--- src/rtl/megarom_pkg.sv ---
// Shared definitions for the MegaROM cartridge mapper: mode encodings,
// per-mode default bank table and the SCC register window.
package megarom_pkg;

    typedef enum logic [1:0] {
        MODE_ASCII16    = 2'd0,
        MODE_ASCII8     = 2'd1,
        MODE_KONAMI     = 2'd2,
        MODE_KONAMI_SCC = 2'd3
    } mode_t;

    localparam logic [15:0] SCC_WIN_LO   = 16'h9800;
    localparam logic [15:0] SCC_WIN_HI   = 16'h9FFF;
    localparam logic [5:0]  SCC_BANK_KEY = 6'h3F;

    // Konami-style mappers boot with pages 0..3 visible in order; ASCII mappers boot all-zero.
    function automatic logic [7:0] default_bank(input mode_t m, input logic [1:0] idx);
        if (m == MODE_KONAMI || m == MODE_KONAMI_SCC) begin
            return {6'd0, idx};
        end
        return 8'd0;
    endfunction

endpackage

--- src/rtl/megarom_bank_decode.sv ---
// Combinational bank-register write decode: which register (if any) a
// write to addr selects in the given mapper mode.
module megarom_bank_decode
    import megarom_pkg::*;
(
    input  mode_t       mode,
    input  logic [15:0] addr,
    output logic        hit,
    output logic [1:0]  bank_idx
);

    // Register windows are all 2 KB aligned, so the low 11 bits never matter.
    logic w_unused_lo;
    assign w_unused_lo = ^addr[10:0];

    always_comb begin
        hit      = 1'b0;
        bank_idx = 2'd0;
        case (mode)
            MODE_ASCII16: begin
                if (addr[15:11] == 5'b01100) begin
                    hit = 1'b1; bank_idx = 2'd0;
                end else if (addr[15:11] == 5'b01110) begin
                    hit = 1'b1; bank_idx = 2'd1;
                end
            end
            MODE_ASCII8: begin
                if (addr[15:13] == 3'b011) begin
                    hit = 1'b1; bank_idx = addr[12:11];
                end
            end
            MODE_KONAMI: begin
                case (addr[15:13])
                    3'b011:  begin hit = 1'b1; bank_idx = 2'd1; end
                    3'b100:  begin hit = 1'b1; bank_idx = 2'd2; end
                    3'b101:  begin hit = 1'b1; bank_idx = 2'd3; end
                    default: ;
                endcase
            end
            MODE_KONAMI_SCC: begin
                case (addr[15:11])
                    5'b01010: begin hit = 1'b1; bank_idx = 2'd0; end
                    5'b01110: begin hit = 1'b1; bank_idx = 2'd1; end
                    5'b10010: begin hit = 1'b1; bank_idx = 2'd2; end
                    5'b10110: begin hit = 1'b1; bank_idx = 2'd3; end
                    default:  ;
                endcase
            end
            default: ;
        endcase
    end

endmodule

--- src/rtl/megarom_mapper.sv ---
// MegaROM mapper (ASCII16/ASCII8/Konami/Konami-SCC) translating slot accesses
// in 0x4000-0xBFFF to a flat memory address. SCC window decode under MEGAROM_SCC_EN.
module megarom_mapper
    import megarom_pkg::*;
#(
    parameter int                ADDR_W = 23,
    parameter int                BANK_W = 8,
    parameter logic [ADDR_W-1:0] BASE   = '0
) (
    input  logic              clk,
    input  logic              reset_n,
    input  logic [15:0]       addr,
    input  logic [7:0]        cdin,
    input  logic              merq_n,
    input  logic              iorq_n,
    input  logic              sltsl_n,
    input  logic              m1_n,
    input  logic              rd_n,
    input  logic              wr_n,
    input  logic              enable,
    input  logic [1:0]        mode,
    output logic              cart_ena,
    output logic [ADDR_W-1:0] mem_addr,
    output logic              scc_sel
);

    logic [3:0][BANK_W-1:0] r_bank;
    logic [3:0][BANK_W-1:0] w_bank_next;
    logic                   r_wr_q;
    mode_t                  r_mode_q;

    mode_t       w_mode_in;
    logic        w_cart_ena;
    logic        w_wr_pulse;
    logic        w_mode_chg;
    logic        w_dec_hit;
    logic [1:0]  w_dec_idx;
    logic        w_unused_strobes;

    assign w_unused_strobes = m1_n & rd_n;

    assign w_mode_in  = mode_t'(mode);
    assign w_cart_ena = (addr[15:14] == 2'b01 || addr[15:14] == 2'b10)
                        && !sltsl_n && !merq_n && iorq_n;
    assign w_wr_pulse = enable & w_cart_ena & ~wr_n & r_wr_q;
    assign w_mode_chg = (w_mode_in != r_mode_q);
    assign cart_ena   = w_cart_ena;

    megarom_bank_decode u_decode (
        .mode     (r_mode_q),
        .addr     (addr),
        .hit      (w_dec_hit),
        .bank_idx (w_dec_idx)
    );

    // A mode change reloads defaults and takes priority over a coincident write.
    generate
        for (genvar gi = 0; gi < 4; gi++) begin : g_bank
            assign w_bank_next[gi] =
                w_mode_chg ? BANK_W'(default_bank(w_mode_in, 2'(gi))) :
                (w_wr_pulse && w_dec_hit && w_dec_idx == 2'(gi)) ? cdin[BANK_W-1:0] :
                r_bank[gi];
        end
    endgenerate

    always_ff @(posedge clk or negedge reset_n) begin
        if (!reset_n) begin
            r_bank   <= '0;
            r_wr_q   <= 1'b1;
            r_mode_q <= MODE_ASCII16;
        end else begin
            r_bank   <= w_bank_next;
            r_wr_q   <= wr_n;
            r_mode_q <= w_mode_in;
        end
    end

    logic [1:0]        w_idx;
    logic [BANK_W-1:0] w_page;
    logic [ADDR_W-1:0] w_offset;

    always_comb begin
        if (r_mode_q == MODE_ASCII16) begin
            w_idx = {1'b0, addr[15]};
        end else begin
            w_idx = addr[14:13] ^ 2'b10;
        end
        w_page = r_bank[w_idx];
        // Plain Konami hard-wires 0x4000-0x5FFF to page 0.
        if (r_mode_q == MODE_KONAMI && w_idx == 2'd0) begin
            w_page = '0;
        end
        if (r_mode_q == MODE_ASCII16) begin
            w_offset = ADDR_W'({w_page, addr[13:0]});
        end else begin
            w_offset = ADDR_W'({w_page, addr[12:0]});
        end
    end

    assign mem_addr = BASE + w_offset;

`ifdef MEGAROM_SCC_EN
    logic [5:0] w_scc_key;
    assign w_scc_key = 6'(r_bank[2]);
    assign scc_sel   = (r_mode_q == MODE_KONAMI_SCC) && w_cart_ena
                       && (addr >= SCC_WIN_LO) && (addr <= SCC_WIN_HI)
                       && (w_scc_key == SCC_BANK_KEY);
`else
    assign scc_sel = 1'b0;
`endif

endmodule

--- config.mk ---
export PLATFORM = sky130hd
export DESIGN_NAME = megarom_mapper
export DESIGN_NICKNAME = d
export VERILOG_FILES = /design/src/rtl/megarom_pkg.sv /design/src/rtl/megarom_bank_decode.sv /design/src/rtl/megarom_mapper.sv
export SDC_FILE = /design/constraint.sdc
export NUM_CORES = 1
export LEC_CHECK = 0
export ABC_CLOCK_PERIOD_IN_PS = 4900
export CAP_MARGIN = 20
export CORE_MARGIN = 3
export CORE_UTILIZATION = 40
export DETAILED_ROUTE_END_ITERATION = 8
export GPL_TIMING_DRIVEN = 0
export PLACE_DENSITY = 0.76
export SKIP_LAST_GASP = 1
export SLEW_MARGIN = 40
export SYNTH_ARGS = -nofsm -noshare
export SYNTH_HDL_FRONTEND = slang
export SYNTH_SLANG_ARGS = --single-unit
--- constraint.sdc ---
create_clock -name clk -period 4.9 [get_ports clk]
set_input_delay 0.49 -clock clk [delete_from_list [all_inputs] [get_ports clk]]
set_output_delay 0.49 -clock clk [all_outputs]
set_load 0.02 [all_outputs]
[Word level (Yosys, flattened, before mapping)]
Cells that the tools add are included.
Word-level totals
  bits in registers: 35
  output and inout port bits: 25
  logic and storage cells: 87
Operators by class
  $lt $le $gt $ge: 1
  reductions and logical operators: 22
  eq/ne operators: 19
  bitwise logic cells: 5
  multiplexer cells: 34
Operators by type and width (number)
  8-bit 2-to-1 mux: 18
  22-bit 2-to-1 mux: 1
  8-bit binary-select mux with 2-bit select: 1
  5-bit by 4-bit == test with 1-bit output, second input constant: 3
  2-bit == test, second input constant: 7
  2-bit case mux with 3 select lines: 2
  5-bit == test, second input constant: 2
  1-bit logical AND: 9
  2-bit case mux with 4 select lines: 1
  2-bit nonzero test: 4
  1-bit 2-to-1 mux: 7
  2-bit by 1-bit == test with 1-bit output, second input constant: 3
  3-bit == test, second input constant: 2
  2-bit logical NOT: 3
  2-bit 2-to-1 mux: 3
  1-bit case mux with 4 select lines: 1
  4-bit OR reduction: 1
  1-bit AND: 3
  3-bit by 2-bit == test with 1-bit output, second input constant: 1
  2-bit by 3-bit less-than comparator with 1-bit output, second input constant: 1
  3-bit OR reduction: 1
  1-bit logical NOT: 2
  1-bit logical OR: 2
  2-bit != test: 1
  1-bit inverter: 2

[Longest topological paths before layout]
  depth in word-level cells: 12
  mapped depth: 7
  gate-level depth less buffers: 5

[By module]
Synthesis repeated with hierarchy kept, for this count alone.
Unflattened totals
  cells, all modules: 219
  area total of the unflattened synthesis: 2200.9 um2
Modules (own cells, without submodules)
  megarom_mapper: cells an instance 200, instances 1, area each 2055.7 um2
  megarom_bank_decode: cells an instance 19, instances 1, area each 145.1 um2

[Worst setup path before layout]
OpenSTA, ideal clock, no wires.
  path kind: input-to-output
  from: input port addr[15]
  to: output port mem_addr[19]
  slack: 2.526 ns
  stages: 4
  arrival: 1.884 ns
  buffers on the path: 1
  cell sequence: buf_4 mux2i_2 mux4_2 a22o_1
On the way
  cells in the longest elaborated chain, start to end: 5
  elaborated cells between the ends (all ways): 7
  those cells by class: mux: 5; reduce/logical: 2
Ends and longest elaborated chain
  from (decl): RTL line megarom_mapper.sv:12  | input logic [15:0] addr,
  2-bit 2-to-1 mux *: RTL line megarom_mapper.sv:83  | if (r_mode_q == MODE_ASCII16) begin
  8-bit binary-select mux with 2-bit select or 2-bit logical NOT (tied branches): RTL line megarom_mapper.sv:88, megarom_mapper.sv:90
  8-bit 2-to-1 mux (implied by the code) or 1-bit logical AND (tied branches): RTL line megarom_mapper.sv:88, megarom_mapper.sv:90
  8-bit 2-to-1 mux *: RTL line megarom_mapper.sv:90  | if (r_mode_q == MODE_KONAMI && w_idx == 2'd0) begin
  22-bit 2-to-1 mux *: RTL line megarom_mapper.sv:93  | if (r_mode_q == MODE_ASCII16) begin
  to (decl): RTL line megarom_mapper.sv:23  | output logic [ADDR_W-1:0] mem_addr,
Mark *: on every way between the ends. The rest lies on a longest branch, timed or not. The select of a mux whose other input is x is not followed.

[Worst setup path after layout]
  from: register r_mode_q[0]
  to: output port mem_addr[19]
On the way
  cells in the longest elaborated chain, start to end: 6
  elaborated cells between the ends (all ways): 9
  those cells by class: eq/ne: 1; mux: 5; reduce/logical: 3
Ends and longest elaborated chain
  from (decl): RTL line megarom_mapper.sv:30  | mode_t r_mode_q;
  from (signal assigned): RTL line megarom_mapper.sv:74  | r_mode_q <= w_mode_in;
  2-bit logical NOT: RTL line megarom_mapper.sv:83, megarom_mapper.sv:93
  2-bit 2-to-1 mux: RTL line megarom_mapper.sv:83
  8-bit binary-select mux with 2-bit select or 2-bit logical NOT (tied branches): RTL line megarom_mapper.sv:88, megarom_mapper.sv:90
  8-bit 2-to-1 mux (implied by the code) or 1-bit logical AND (tied branches): RTL line megarom_mapper.sv:88, megarom_mapper.sv:90
  8-bit 2-to-1 mux: RTL line megarom_mapper.sv:90
  22-bit 2-to-1 mux *: RTL line megarom_mapper.sv:93
Marked as above.

==> impl_table.tex <==
\begin{tabular}{lr}
\hline
Metric & Value \\
\hline
\multicolumn{2}{l}{\textbf{Logic synthesis}} \\
\quad Share of flip-flops with an asynchronous set or reset & 100\% \\
\quad Post-synth EDFFs & 0 \\
\quad Number of storage elements in the synthesis netlist & 35 \\
\quad YS warnings & 0 \\
\quad Post-synthesis cell area & 0.00212 mm2 \\
\quad Post-synthesis cell count & 198 \\
\quad Synth unique cells & 42 \\
\quad Sequential element share of the synthesized area & 41.3\% \\
\quad Synthesized area per cell & 10.7 um2 \\
\quad Top FF cell, synth & sky130\_fd\_sc\_hd\_\_dfrtp\_1 \\
\multicolumn{2}{l}{\textbf{Worst setup path}} \\
\quad Critical register-to-register path startpoint & r\_wr\_q\$\_DFF\_PN1\_ \\
\quad Req. time, crit path & 4410 ps \\
\quad Number of cells traversed by the worst register-to-register path & 5 \\
\quad R2R setup slack & 2720 ps \\
\quad Reg2Reg Capture Point & r\_bank[20]\$\_DFFE\_PN0P\_ \\
\quad Category of the critical setup timing path & flop to output pin \\
\quad Highest fanout seen on the critical path & 8 \\
\quad Critical path launch point type & flop \\
\quad Crit path arrival time & 2970 ps \\
\quad Endpoint kind of the worst setup timing path & output pin \\
\multicolumn{2}{l}{\textbf{Clock network}} \\
\quad Post-CTS setup-driven buffer insertion count & 0 \\
\quad Clock root buffer master & sky130\_fd\_sc\_hd\_\_clkbuf\_8 \\
\quad Number of buffers inserted for hold repair after clock tree synthesis & 0 \\
\quad CTS H-tree depth & 2 \\
\quad Number of buffers added by the clock tree synthesis step & 5 \\
\quad TritonCTS clock tree & done \\
\quad Clock latency at the later pin of the worst-skew pair & 290 ps \\
\quad Clock-pin slew reported for the worst setup and hold paths after clock tree synthesis & 70 ps \\
\quad Quantity of gates resized following cts & 0 \\
\quad Maximum buffer depth of the clock tree & 2 \\
\quad Clock tree sinks & 35 \\
\multicolumn{2}{l}{\textbf{Drt}} \\
\quad Routed length on met2 & 2.12 mm \\
\quad Sum of routed wire length over all layers & 4.78 mm \\
\quad DR pass1 iterations & 6 \\
\quad WL per Instance & 15.1 um \\
\quad Top Metal Used & met4 \\
\quad Total met3 wirelength after detailed routing & 396 um \\
\quad Vias after detailed routing & 1667 \\
\quad ANT nets after route & 0 \\
\quad DRC violation count after routing & 0 \\
\quad Detailed-route vias per instance & 5.26 \\
\quad DRT met1 WL & 2.18 mm \\
\quad Number of violations reported at the end of detailed-routing iteration 0 & 96 \\
\multicolumn{2}{l}{\textbf{STA}} \\
\quad Max transition margin & 52.7\% \\
\quad Final setup TNS & 0 ps \\
\quad Final Hold Violating Endpoints & 0 \\
\quad Share of the clock period used by the worst path after layout & 70.6\% \\
\quad Final-layout worst hold slack & 95.4 ps \\
\quad Post-route clock skew & 5.81 ps \\
\quad Setup violators final & 0 \\
\quad Unrepaired setup endpoints after global routing & false \\
\quad Transition time at the pin with the least slew margin & 696 ps \\
\quad Min setup slack post-route & 1440 ps \\
\quad Final-report max-slew violation count & 0 \\
\quad Peak Freq & 289 MHz \\
\quad Shortest clock period the worst path allows after layout & 3460 ps \\
\multicolumn{2}{l}{\textbf{Place}} \\
\quad Port bufs & 42 \\
\quad Setup slack after placement & 1450 ps \\
\quad Post-DP HPWL & 3.58 mm \\
\quad Final Wtd Congestion & 0.811 \\
\quad Post-place instance area & 0.00265 mm2 \\
\multicolumn{2}{l}{\textbf{Floorplan}} \\
\quad Starting density of the core & 43.2\% \\
\quad Floorplan row count & 25 \\
\quad I/O pin count & 60 \\
\quad Overall die area & 0.00622 mm2 \\
\quad Core box area & 0.00491 mm2 \\
\quad Die outline width & 78.9 um \\
\quad Die outline height & 78.9 um \\
\multicolumn{2}{l}{\textbf{Cells and area}} \\
\quad Layout overhead on the synthesized area & 29.0\% \\
\quad Number of antenna diodes & 0 \\
\quad Most frequent standard cell in the layout excluding fill and tap cells & sky130\_fd\_sc\_hd\_\_clkdlybuf4s50\_1 \\
\quad Final std cell area, no fill & 0.00274 mm2 \\
\quad Total number of nets in the final design & 284 \\
\quad Most frequent cells in the layout & sky130\_fd\_sc\_hd\_\_clkdlybuf4s50\_1 (41), sky130\_fd\_sc\_hd\_\_dfrtp\_1 (34), sky130\_fd\_sc\_hd\_\_nand2\_1 (33), sky130\_fd\_sc\_hd\_\_mux2i\_1 (27), sky130\_fd\_sc\_hd\_\_buf\_4 (18) \\
\quad Fraction of final layout cells sized beyond drive strength 1 & 19.2\% \\
\multicolumn{2}{l}{\textbf{Global routing}} \\
\quad Via count of the first global-routing pass & 1574 \\
\quad GRT overflow & 0 \\
\quad Number of antenna violations at the first check in global routing & 0 \\
\quad Wire length of the first global-routing pass & 7.75 mm \\
\quad Pin count of the biggest net entering global routing & 24 \\
\quad Total routing usage reported by global routing & 16.1\% \\
\multicolumn{2}{l}{\textbf{Pwr}} \\
\quad Part of the power in combinational logic & 20.3\% \\
\quad Static power due to leakage & 1.21 nW \\
\quad Relative contribution of the clock network to total power & 32.3\% \\
\quad Switching power share of the total & 27.7\% \\
\quad NetSw & 0.000174 W \\
\quad Overall power after layout & 0.000627 W \\
\quad Share of total power in sequential cells & 47.4\% \\
\quad PD cells & 229 mW/mm2 \\
\quad Worst VDD drop & 104 uV \\
\quad Cell internal power dissipation & 0.000454 W \\
\multicolumn{2}{l}{\textbf{Job}} \\
\quad Max-Cap Viols & 0 \\
\multicolumn{2}{l}{\textbf{Min path}} \\
\quad Hold WC Path Type & input port to async pin \\
\multicolumn{2}{l}{\textbf{Run status}} \\
\quad Run status & finished clean \\
\hline
\end{tabular}
-- power by group through the flow --
stage	clock (W)	combinational (W)	sequential, W
floorplan	0	0.0000735	0.000302
global placement	0	0.000124	0.000302
detailed placement	0	0.000128	0.000303
CTS	0.000209	0.000129	0.000297
global route	0.000222	0.000139	0.000298
finish	0.000202	0.000127	0.000297
-- worst max-delay path, stage by stage, from the launching register on --
cell	delay, ps
sky130_fd_sc_hd__dfrtp_1	400
sky130_fd_sc_hd__nor2_1	250
sky130_fd_sc_hd__mux2i_2	660
sky130_fd_sc_hd__mux4_2	600
sky130_fd_sc_hd__a22o_1	240
sky130_fd_sc_hd__clkdlybuf4s50_1	530
-- metrics by stage --
| step | instances | util [%] |
|---|---|---|
| 3_5_place_dp | 309 | 54.0 |
| 2_1_floorplan | 199 | - |
| 4_1_cts | 317 | 55.8 |
| 6_report | 317 | 55.8 |
| 3_3_place_gp | 308 | 53.6 |
| 5_1_grt | 317 | 55.8 |
-- how the worst max path moves through the flow --
stage / from / endpoint / slack, ps / cells past startpoint
finish: r_mode_q[0]$_DFF_PN0_ / mem_addr[19] / 1440 / 5
global route: r_mode_q[0]$_DFF_PN0_ / mem_addr[19] / 1350 / 5
CTS: addr[13] / mem_addr[19] / 1450 / 5
detailed placement: addr[13] / mem_addr[19] / 1450 / 5
global placement: addr[13] / mem_addr[19] / 1460 / 5
floorplan: addr[15] / mem_addr[19] / 2530 / 4
-- synth_stat cells (2+ instances only) --
library cell	instances	area, um2
sky130_fd_sc_hd__a21oi_1	5	25.0
sky130_fd_sc_hd__nand3_1	8	40.0
sky130_fd_sc_hd__nand3b_1	2	15.0
sky130_fd_sc_hd__nor2_1	4	15.0
sky130_fd_sc_hd__nand2_1	33	124
sky130_fd_sc_hd__buf_2	4	20.0
sky130_fd_sc_hd__mux4_2	8	180
sky130_fd_sc_hd__a22o_1	8	70.1
sky130_fd_sc_hd__nand2b_1	3	18.8
sky130_fd_sc_hd__a21o_1	2	15.0
sky130_fd_sc_hd__buf_4	18	135
sky130_fd_sc_hd__o21ai_0	8	40.0
sky130_fd_sc_hd__dfrtp_1	34	851
sky130_fd_sc_hd__nor2b_1	2	12.5
sky130_fd_sc_hd__mux2i_1	27	270
sky130_fd_sc_hd__clkbuf_1	4	15.0
sky130_fd_sc_hd__xor2_1	3	26.3
-- logic make-up (layout without fill, tap and decap cells) --
group	after synthesis	count (layout)	synth area share (%)
AND/OR/NAND/NOR	65	65	16.1
multiplexers	36	36	21.9
flip-flops	35	35	41.3
AO/OA/AOI/OAI	31	31	10.9
buffers and inverters	26	77	8.01
XOR/XNOR	4	4	1.65
other	1	2	0.177
-- layout make-up --
type                    instances  area [um2]
clock buffers                   6        72.6
flip-flops and latches         35         877
clock inverters                 2        12.5
plain buffers                  26         170
repair buffers                 43         443
well taps                      67        83.8
fillers                       442        2170
multi-input cells             138        1080
-- layer usage --
metal,vias up,global-route usage [%]
met4,0,5.50
li1,797,-
met3,10,4.31
met1,799,21.7
met2,61,25.2
met5,-,0
-- flip-flops by register name, summed over array words and instances, names as in the netlist --
signal and flops:
r_bank 32, r_mode_q 2, r_wr_q 1
(Power assumes the default switching activity.)
